### src/rtl/fp_accumulator.sv
// rtl/fp_accumulator.sv - sequential single-precision accumulator that sums a stream of products.
// The datapath has one stage per state (align, add, normalize) and rounds by truncation.
module fp_accumulator #(
    parameter int CNT_W = 16
) (
    input  logic             clk,
    input  logic             rst,
    input  logic [31:0]      prod,
    input  logic             prod_valid,
    input  logic             prod_last,
    output logic             prod_ready,
    output logic [31:0]      acc_out,
    output logic             acc_valid,
    input  logic             acc_ready,
    output logic [CNT_W-1:0] term_count
);

    typedef enum logic [2:0] {
        IDLE  = 3'd0,
        ALIGN = 3'd1,
        ADD   = 3'd2,
        NORM  = 3'd3,
        DONE  = 3'd4
    } state_t;

    state_t             state_q, state_d;
    logic [31:0]        acc_q, acc_d;
    logic [CNT_W-1:0]   cnt_q, cnt_d;
    logic [31:0]        op_q, op_d;
    logic               last_q, last_d;
    logic [7:0]         exp_q, exp_d;
    logic [23:0]        man_a_q, man_a_d;
    logic [23:0]        man_b_q, man_b_d;
    logic               sign_a_q, sign_a_d;
    logic               sign_b_q, sign_b_d;
    logic [24:0]        sum_q, sum_d;
    logic               sign_q, sign_d;

    logic [23:0]        acc_man;
    logic [23:0]        op_man;
    logic [7:0]         diff;
    logic [4:0]         lz;
    logic [22:0]        frac_norm;
    logic [9:0]         e_norm;
    logic [31:0]        res;

    // Highest set bit wins because the loop runs from LSB upward.
    function automatic logic [4:0] lzc24(input logic [23:0] v);
        logic [4:0] n;
        n = 5'd0;
        for (int i = 0; i < 24; i++) begin
            if (v[i]) n = 5'(23 - i);
        end
        return n;
    endfunction

    always_comb begin
        state_d   = state_q;
        acc_d     = acc_q;
        cnt_d     = cnt_q;
        op_d      = op_q;
        last_d    = last_q;
        exp_d     = exp_q;
        man_a_d   = man_a_q;
        man_b_d   = man_b_q;
        sign_a_d  = sign_a_q;
        sign_b_d  = sign_b_q;
        sum_d     = sum_q;
        sign_d    = sign_q;
        diff      = 8'd0;
        lz        = 5'd0;
        frac_norm = 23'd0;
        e_norm    = 10'd0;
        res       = 32'd0;

        // Exponent-zero words (zero and denormals) contribute a zero mantissa.
        acc_man = (acc_q[30:23] != 8'd0) ? {1'b1, acc_q[22:0]} : 24'd0;
        op_man  = (op_q[30:23]  != 8'd0) ? {1'b1, op_q[22:0]}  : 24'd0;

        case (state_q)
            IDLE: begin
                if (prod_valid) begin
                    op_d   = prod;
                    last_d = prod_last;
                    if (cnt_q != {CNT_W{1'b1}}) cnt_d = cnt_q + CNT_W'(1);
                    state_d = ALIGN;
                end
            end

            ALIGN: begin
                sign_a_d = acc_q[31];
                sign_b_d = op_q[31];
                if (acc_q[30:23] >= op_q[30:23]) begin
                    exp_d   = acc_q[30:23];
                    diff    = acc_q[30:23] - op_q[30:23];
                    man_a_d = acc_man;
                    man_b_d = (diff >= 8'd24) ? 24'd0 : (op_man >> diff);
                end else begin
                    exp_d   = op_q[30:23];
                    diff    = op_q[30:23] - acc_q[30:23];
                    man_b_d = op_man;
                    man_a_d = (diff >= 8'd24) ? 24'd0 : (acc_man >> diff);
                end
                state_d = ADD;
            end

            ADD: begin
                if (sign_a_q == sign_b_q) begin
                    sum_d  = {1'b0, man_a_q} + {1'b0, man_b_q};
                    sign_d = sign_a_q;
                end else if (man_a_q >= man_b_q) begin
                    sum_d  = {1'b0, man_a_q - man_b_q};
                    sign_d = sign_a_q;
                end else begin
                    sum_d  = {1'b0, man_b_q - man_a_q};
                    sign_d = sign_b_q;
                end
                state_d = NORM;
            end

            NORM: begin
                if (sum_q[24]) begin
                    frac_norm = sum_q[23:1];
                    e_norm    = {2'b00, exp_q} + 10'd1;
                end else begin
                    // The leading one shifts out of the 23-bit field, leaving the fraction.
                    lz        = lzc24(sum_q[23:0]);
                    frac_norm = sum_q[22:0] << lz;
                    e_norm    = {2'b00, exp_q} - {5'd0, lz};
                end

                if (sum_q == 25'd0) begin
                    res = 32'd0;
                end else if (e_norm[9] || (e_norm == 10'd0)) begin
                    res = 32'd0;
                end else if (e_norm > 10'd254) begin
                    res = {sign_q, 8'hFF, 23'd0};
                end else begin
                    res = {sign_q, e_norm[7:0], frac_norm};
                end

                acc_d   = res;
                state_d = last_q ? DONE : IDLE;
            end

            DONE: begin
                if (acc_ready) begin
                    acc_d   = 32'd0;
                    cnt_d   = '0;
                    state_d = IDLE;
                end
            end

            default: begin
                state_d = IDLE;
            end
        endcase
    end

    always_ff @(posedge clk or posedge rst) begin
        if (rst) begin
            state_q  <= IDLE;
            acc_q    <= 32'd0;
            cnt_q    <= '0;
            op_q     <= 32'd0;
            last_q   <= 1'b0;
            exp_q    <= 8'd0;
            man_a_q  <= 24'd0;
            man_b_q  <= 24'd0;
            sign_a_q <= 1'b0;
            sign_b_q <= 1'b0;
            sum_q    <= 25'd0;
            sign_q   <= 1'b0;
        end else begin
            state_q  <= state_d;
            acc_q    <= acc_d;
            cnt_q    <= cnt_d;
            op_q     <= op_d;
            last_q   <= last_d;
            exp_q    <= exp_d;
            man_a_q  <= man_a_d;
            man_b_q  <= man_b_d;
            sign_a_q <= sign_a_d;
            sign_b_q <= sign_b_d;
            sum_q    <= sum_d;
            sign_q   <= sign_d;
        end
    end

    assign prod_ready = (state_q == IDLE);
    assign acc_valid  = (state_q == DONE);
    assign acc_out    = acc_q;
    assign term_count = cnt_q;

endmodule

### config.mk
export PLATFORM = sky130hd
export DESIGN_NAME = fp_accumulator
export DESIGN_NICKNAME = d
export VERILOG_FILES = /design/src/rtl/fp_accumulator.sv
export SDC_FILE = /design/constraint.sdc
export NUM_CORES = 1
export LEC_CHECK = 0
export CORE_MARGIN = 2
export CORE_UTILIZATION = 30
export DETAILED_ROUTE_END_ITERATION = 12
export PLACE_DENSITY = 0.46
export SLEW_MARGIN = 10
export SYNTH_ARGS = -nofsm -noshare
export SYNTH_HDL_FRONTEND = slang
export SYNTH_SLANG_ARGS = --single-unit
### constraint.sdc
create_clock -name clk -period 17 [get_ports clk]
set_clock_uncertainty 0.1 [all_clocks]
set_input_delay 2.55 -clock clk [delete_from_list [all_inputs] [get_ports clk]]
set_output_delay 2.55 -clock clk [all_outputs]
set_load 0.01 [all_outputs]
==> results of run 1 <==
## kinds of logic after synthesis
| family | after synthesis | synth area share [%] |
|---|---|---|
| simple gates | 615 | 18.7 |
| compound gates | 632 | 27.1 |
| flops | 168 | 28.1 |
| mux | 113 | 8.36 |
| buf+inv | 235 | 6.17 |
| xor+xnor | 50 | 2.93 |
| fa+ha+maj | 100 | 8.66 |
## registers in the layout, summed over array words and instances (netlist names)
signal,flops
term_count,16
op_q,32
man_b_q,24
last_q,1
acc_out,32
exp_q,8
sign_q,1
sign_a_q,1
sum_q,25
man_a_q,24
state_q,3
sign_b_q,1
## final timing paths
kind	cells past startpoint	endpoint	slack, ns
hold / removal	2	sign_b_q	0.38
max in group asynchronous	3	acc_out[19]	13.10
setup reg to reg	18	acc_out[10]	11.28
min in group asynchronous	2	op_q[20]	2.38
setup / recovery	18	acc_out[10]	11.28
hold reg to reg	2	sign_b_q	0.38
## layer usage
metal	vias up	global-route usage [%]	part of all wire [%]
li1	6927	-	-
met1	7102	31.1	47
met2	461	35.3	45
met3	81	3.95	5.1
met4	0	7.48	2.9
met5	-	0	0
## through the flow
step	util, %	hold WS, ns	setup WS [ns]
after detailed placement	33.5	0.359	11.28
after CTS	34.7	0.377	11.26
after global placement	33.5	0.352	11.46
after floorplan	-	0.335	9.80
final	34.7	0.377	11.28
after global routing	34.7	0.403	10.76
## layout make-up
type / count / area [um^2] / area share, %
Multi-Input combinational cell: 1510 / 9880 / 58.0
Sequential cell: 168 / 4200 / 24.7
Timing Repair Buffer: 115 / 1080 / 6.33
Tap cell: 664 / 831 / 4.87
Clock buffer: 20 / 447 / 2.62
Inverter: 115 / 437 / 2.56
Clock inverter: 12 / 165 / 0.969
## tightest hold or removal path: stages (launching register included)
cell and delay, ns:
dfrtp_1 0.35, nand2_1 0.05, nand2_1 0.05
## cell usage in the layout, fill, tap and decap left out, drive strengths merged, types with 8 or more instances in the layout
master and instances:
a21oi 140, and2 11, a32oi 9, o31ai 13, o31a 8, clkdlybuf4s50 86, nor4 8, a211oi 46
o21a 17, nand2b 19, nand2 218, inv 116, a21boi 9, or2 9, mux2 36, a22oi 24
nor2 173, dfrtp 168, buf 29, and3 10, o21bai 9, a31oi 22, nor2b 22, nor3 50
ha 94, a22o 10, xnor2 29, clkbuf 20, a221o 15, o21ai 204, xor2 21, a21o 19
or3 13, nand4 18, a221oi 13, mux2i 71, o211ai 17, nand3 44
==> out/summary.txt, run 1 <==
Status = completed
Crit path max-delay cell type = nor2_1
Crit Path Class = register to register
Final min period = 5.72 ns
CP startpoint kind = register
Cell Area, Synth = 15000 um^2
Seq/Total Area, Yosys = 28.1%
Crit path cell chain = nand2b_1 -> a21oi_1 -> nor4_2 -> o21a_1 -> nor2_1 -> inv_1 -> ha_1 -> fa_1 -> nor2b_1 -> o21ai_0 -> a21boi_0 -> o32ai_1 -> xor2_1 -> nand3_1 -> o31ai_1 -> or2_2 -> nor2_1 -> a221o_1
DRC viols = 0
DIE WIDTH = 227 um
Primary FF master, synth = dfrtp_1
Crit path required time = 17.27 ns
Highest clock rate = 0.175 GHz
Area delta synth->final = 13.8%
Die Y = 227 um
Critical Path End Type = register
Final wirelength = 57.7 mm
Final setup vio count = 0
Top-count cell post-synth = nand2_1
# fillers = 5280
EDFF count, synth = 0
Via count = 14571
All-Layer GR Usage = 22.5%
Avg Synthesized Cell Area = 7.83 um^2
Share of layout cells above drive strength 1 = 6.70%
Count of pins over their slew limit = 0
CP dominant cell by count = nor2_1
YS warnings = 0
ANT cells = 0
Max-Cap Viols = 0
H-tree Lvls = 4
DR WL/cell = 22.2 um
Largest net degree at the start of global routing = 75
Die ar. = 51700 um^2
FP Rows = 81
Drt first pass iters = 5
Post-synth cell types = 79
Final nets = 2064
Slew HR = 28.2%
Number of global-route vias before repair = 13811
Area leader, netlist = dfrtp_1
CTS tree = built
# placed instances = 2572
Antenna Nets Post-Route = 0
Final Cell Area = 17000 um^2
Unrepaired setup endpoints after global routing = false
Iter 0 DRT Violations = 1197
Via density per instance = 5.60
Initial antenna violation count = 0
WP buf/inv = 1
Clk buf depth = 2
Worst hold path type = register to register
CTS Hold Buffers Added = 0
Root Driver = clkbuf_16
Final non-filler cell total = 2604
Synth Register Bits = 168
Core Region = 49100 um^2
Starting Density = 30.5%
Setup tns final = 0 ns
Final Hold Fails = 0
CTS buffer count = 17
Reg2Reg Launch Point = sum_q[20]
GP Congestion = 0.927
Asr flop ratio synth = 100%
Commonest cells post-synth = nand2_1 (218), o21ai_0 (196), nor2_1 (173)
Syn Inst Count = 1913
Resize count post-CTS = 0
Count of buffers from port buffering = 86
Critical path's top delay family = compound AO/OA/AOI/OAI gates
Clock Pin Slew Worst Setup and Hold Paths = 0.07 ns
Worst EP arrival = 5.98 ns
HPWL after DPL = 44.9 mm
Worst slew pin tran = 1.06 ns
Postcts setup bufs = 0
Placed inst area = 16400 um^2
Synth area leaders = dfrtp_1 (28%), ha_1 (7.9%), o21ai_0 (6.6%)
CTS sink count = 168
Crit-path max FO = 13
Crit path from = sum_q[20]
Final period util = 33.6%
Top-area cell type share of the netlist area = 28.1%
First-pass GRT wire length = 87.5 mm
I/O Pins = 87
Post-Syn Nets = 2050
GRT overflow = 0
Hold path start = op_q[31]
CP max stage delay = 0.54 ns
Insertion delay to the later sink of the worst-skew pair = 0.49 ns
Power of run 1 is not shown: default switching activity piles up to over one toggle a cycle in this logic, so the estimate is an artifact.
==> run 2: changes to the inputs <==
==> constraint.sdc (replaced) <==
create_clock -name clk -period 5.83 [get_ports clk]
set_clock_uncertainty 0.1 [all_clocks]
set_input_delay 0.8745 -clock clk [delete_from_list [all_inputs] [get_ports clk]]
set_output_delay 0.8745 -clock clk [all_outputs]
set_load 0.01 [all_outputs]
==> run 2 against run 1 <==
Maximum frequency is 7.0% higher. Via count about the same. Critical endpoint unchanged. Sequential share of layout area is essentially flat. Non-clock buffer count is 8 higher. Register-to-register slack lost 11 ns. Flip-flop and latch count stayed put. Utilization hardly changed. Hold slack gained 0.0045 ns. Worst setup slack worse by 11 ns.
==> out/summary.txt, run 2 (synthesis results as in run 1) <==
CTS Hold Buffers Added = 0 (unchanged)
Resize count post-CTS = 0 (unchanged)
Drt first pass iters = 5 (unchanged)
Count of buffers from port buffering = 86 (unchanged)
Unrepaired setup endpoints after global routing = false
Final min period = 5.34 ns (-0.374 ns)
Worst EP arrival = 5.59 ns (-0.39 ns)
Status = completed
Area delta synth->final = 13.8% (about the same)
Final wirelength = 56.5 mm (-2.1%)
Crit path required time = 6.08 ns (-11.19 ns)
Clock Pin Slew Worst Setup and Hold Paths = 0.07 ns (about the same)
H-tree Lvls = 4 (unchanged)
Count of pins over their slew limit = 0 (unchanged)
DR WL/cell = 21.6 um (-2.4%)
Critical Path End Type = register
CTS tree = built
Slew HR = 37.5% (+9.3 points)
CP dominant cell by count = nor2_1
Final setup vio count = 0 (unchanged)
Setup tns final = 0 ns (unchanged)
FP Rows = 81 (unchanged)
Insertion delay to the later sink of the worst-skew pair = 0.47 ns (-0.02 ns)
Number of global-route vias before repair = 14060 (+1.8%)
HPWL after DPL = 44.3 mm (-1.5%)
Commonest non-fill, non-tap cell in the layout = nand2_1
CP startpoint kind = register
CTS buffer count = 17 (unchanged)
Iter 0 DRT Violations = 1390 (+16%)
Final period util = 91.6% (+58 points)
Root Driver = clkbuf_16
All-Layer GR Usage = 22.0% (-0.43 points)
Crit-path max FO = 13 (unchanged)
Postcts setup bufs = 0 (unchanged)
Crit path max-delay cell type = dfrtp_1
Via density per instance = 5.58 (-0.31%)
Worst slew pin tran = 0.934 ns (-0.129 ns)
Most frequent cells in the layout = nand2_1 (218), o21ai_0 (196), nor2_1 (172)
Die Y = 227 um (unchanged)
GRT overflow = 0 (unchanged)
Crit path cell chain = nand2b_1 -> a21oi_1 -> nor4_2 -> buf_4 -> o21a_1 -> nor2_1 -> inv_1 -> ha_1 -> fa_1 -> nor2b_1 -> o21ai_0 -> a21boi_0 -> o31a_1 -> nand3_1 -> nor4b_1 -> a21bo_2 -> or2_2 -> nor2_1 -> a221o_1
CP max stage delay = 0.50 ns (-0.04 ns)
Largest net degree at the start of global routing = 88 (+17%)
ANT cells = 0 (unchanged)
Core Region = 49100 um^2 (unchanged)
Crit Path Class = register to register
Final nets = 2072 (+0.39%)
CTS sink count = 168 (unchanged)
Clk buf depth = 2 (unchanged)
Die ar. = 51700 um^2 (unchanged)
Starting Density = 30.5% (unchanged)
I/O Pins = 87 (unchanged)
Max-Cap Viols = 0 (unchanged)
Highest clock rate = 0.187 GHz (+7.0%)
GP Congestion = 0.964 (+3.9%)
Initial antenna violation count = 0 (unchanged)
Antenna Nets Post-Route = 0 (unchanged)
Final Hold Fails = 0 (unchanged)
Worst hold path type = register to register
Via count = 14570 (-0.0069%)
DIE WIDTH = 227 um (unchanged)
First-pass GRT wire length = 86.4 mm (-1.3%)
Share of layout cells above drive strength 1 = 7.08% (+0.38 points)
DRC viols = 0 (unchanged)
[run 2: changes by cell type in the layout (fill, tap and decap cells not counted)]
cell       delta
buf_4         +7
bufinv_16     -3
clkinv_2      +2
inv_6         +2
buf_12        +1
inv_8         -1
[run 2: path summary, 6_finish.rpt]
check / startpoint / endpoint / slack, ns / cells after the start
setup / recovery: sum_q[20] / acc_out[10] / 0.49 / 19
hold / removal: last_q / state_q[2] / 0.38 / 2
setup reg to reg: sum_q[20] / acc_out[10] / 0.49 / 19
hold reg to reg: last_q / state_q[2] / 0.38 / 2
max in group asynchronous: rst / acc_out[28] / 3.73 / 3
min in group asynchronous: rst / term_count[4] / 0.80 / 2
[run 2: area by class of cell]
cell class,instances,area [um^2]
flip-flops and latches,168,4200
inverters,115,437
fillers,5281,32000
well taps,664,831
multi-input cells,1510,9880
repair buffers,123,1150
clock inverters,12,91.3
clock buffers,20,447
[run 2: per-stage QoR]
stage                     worst slack, ns  hold WS (ns)  cell area (um^2)  util (%)  std cells
final                               0.487         0.381             17000      34.7       2612
after global routing               0.0513         0.432             17000      34.7       2612
after detailed placement            0.621         0.363             16500      33.6       2580
after global placement              0.679         0.359             16500      33.6       2580
after floorplan                     0.309         0.335             15000         -       1913
after CTS                           0.597         0.387             17000      34.7       2612
[run 2: per-layer routing]
layer	GRT usage, %	wire, um	vias up	share of wire (%)
met5	0	0	-	0
met4	7.61	1520	0	2.7
met3	2.47	2220	65	3.9
met2	35.2	25800	430	46
met1	30.8	27000	7129	48
li1	-	-	6946	-
[run 2: worst max-delay path: cells and delay by family, from the launching register on]
| family | cells | cell delay (ns) |
|---|---|---|
| buf+inv | 2 | 0.30 |
| flops | 1 | 0.50 |
| simple gates | 8 | 1.55 |
| fa+ha+maj | 2 | 0.61 |
| compound gates | 7 | 2.14 |
Power of run 2 is left out for the same reason.
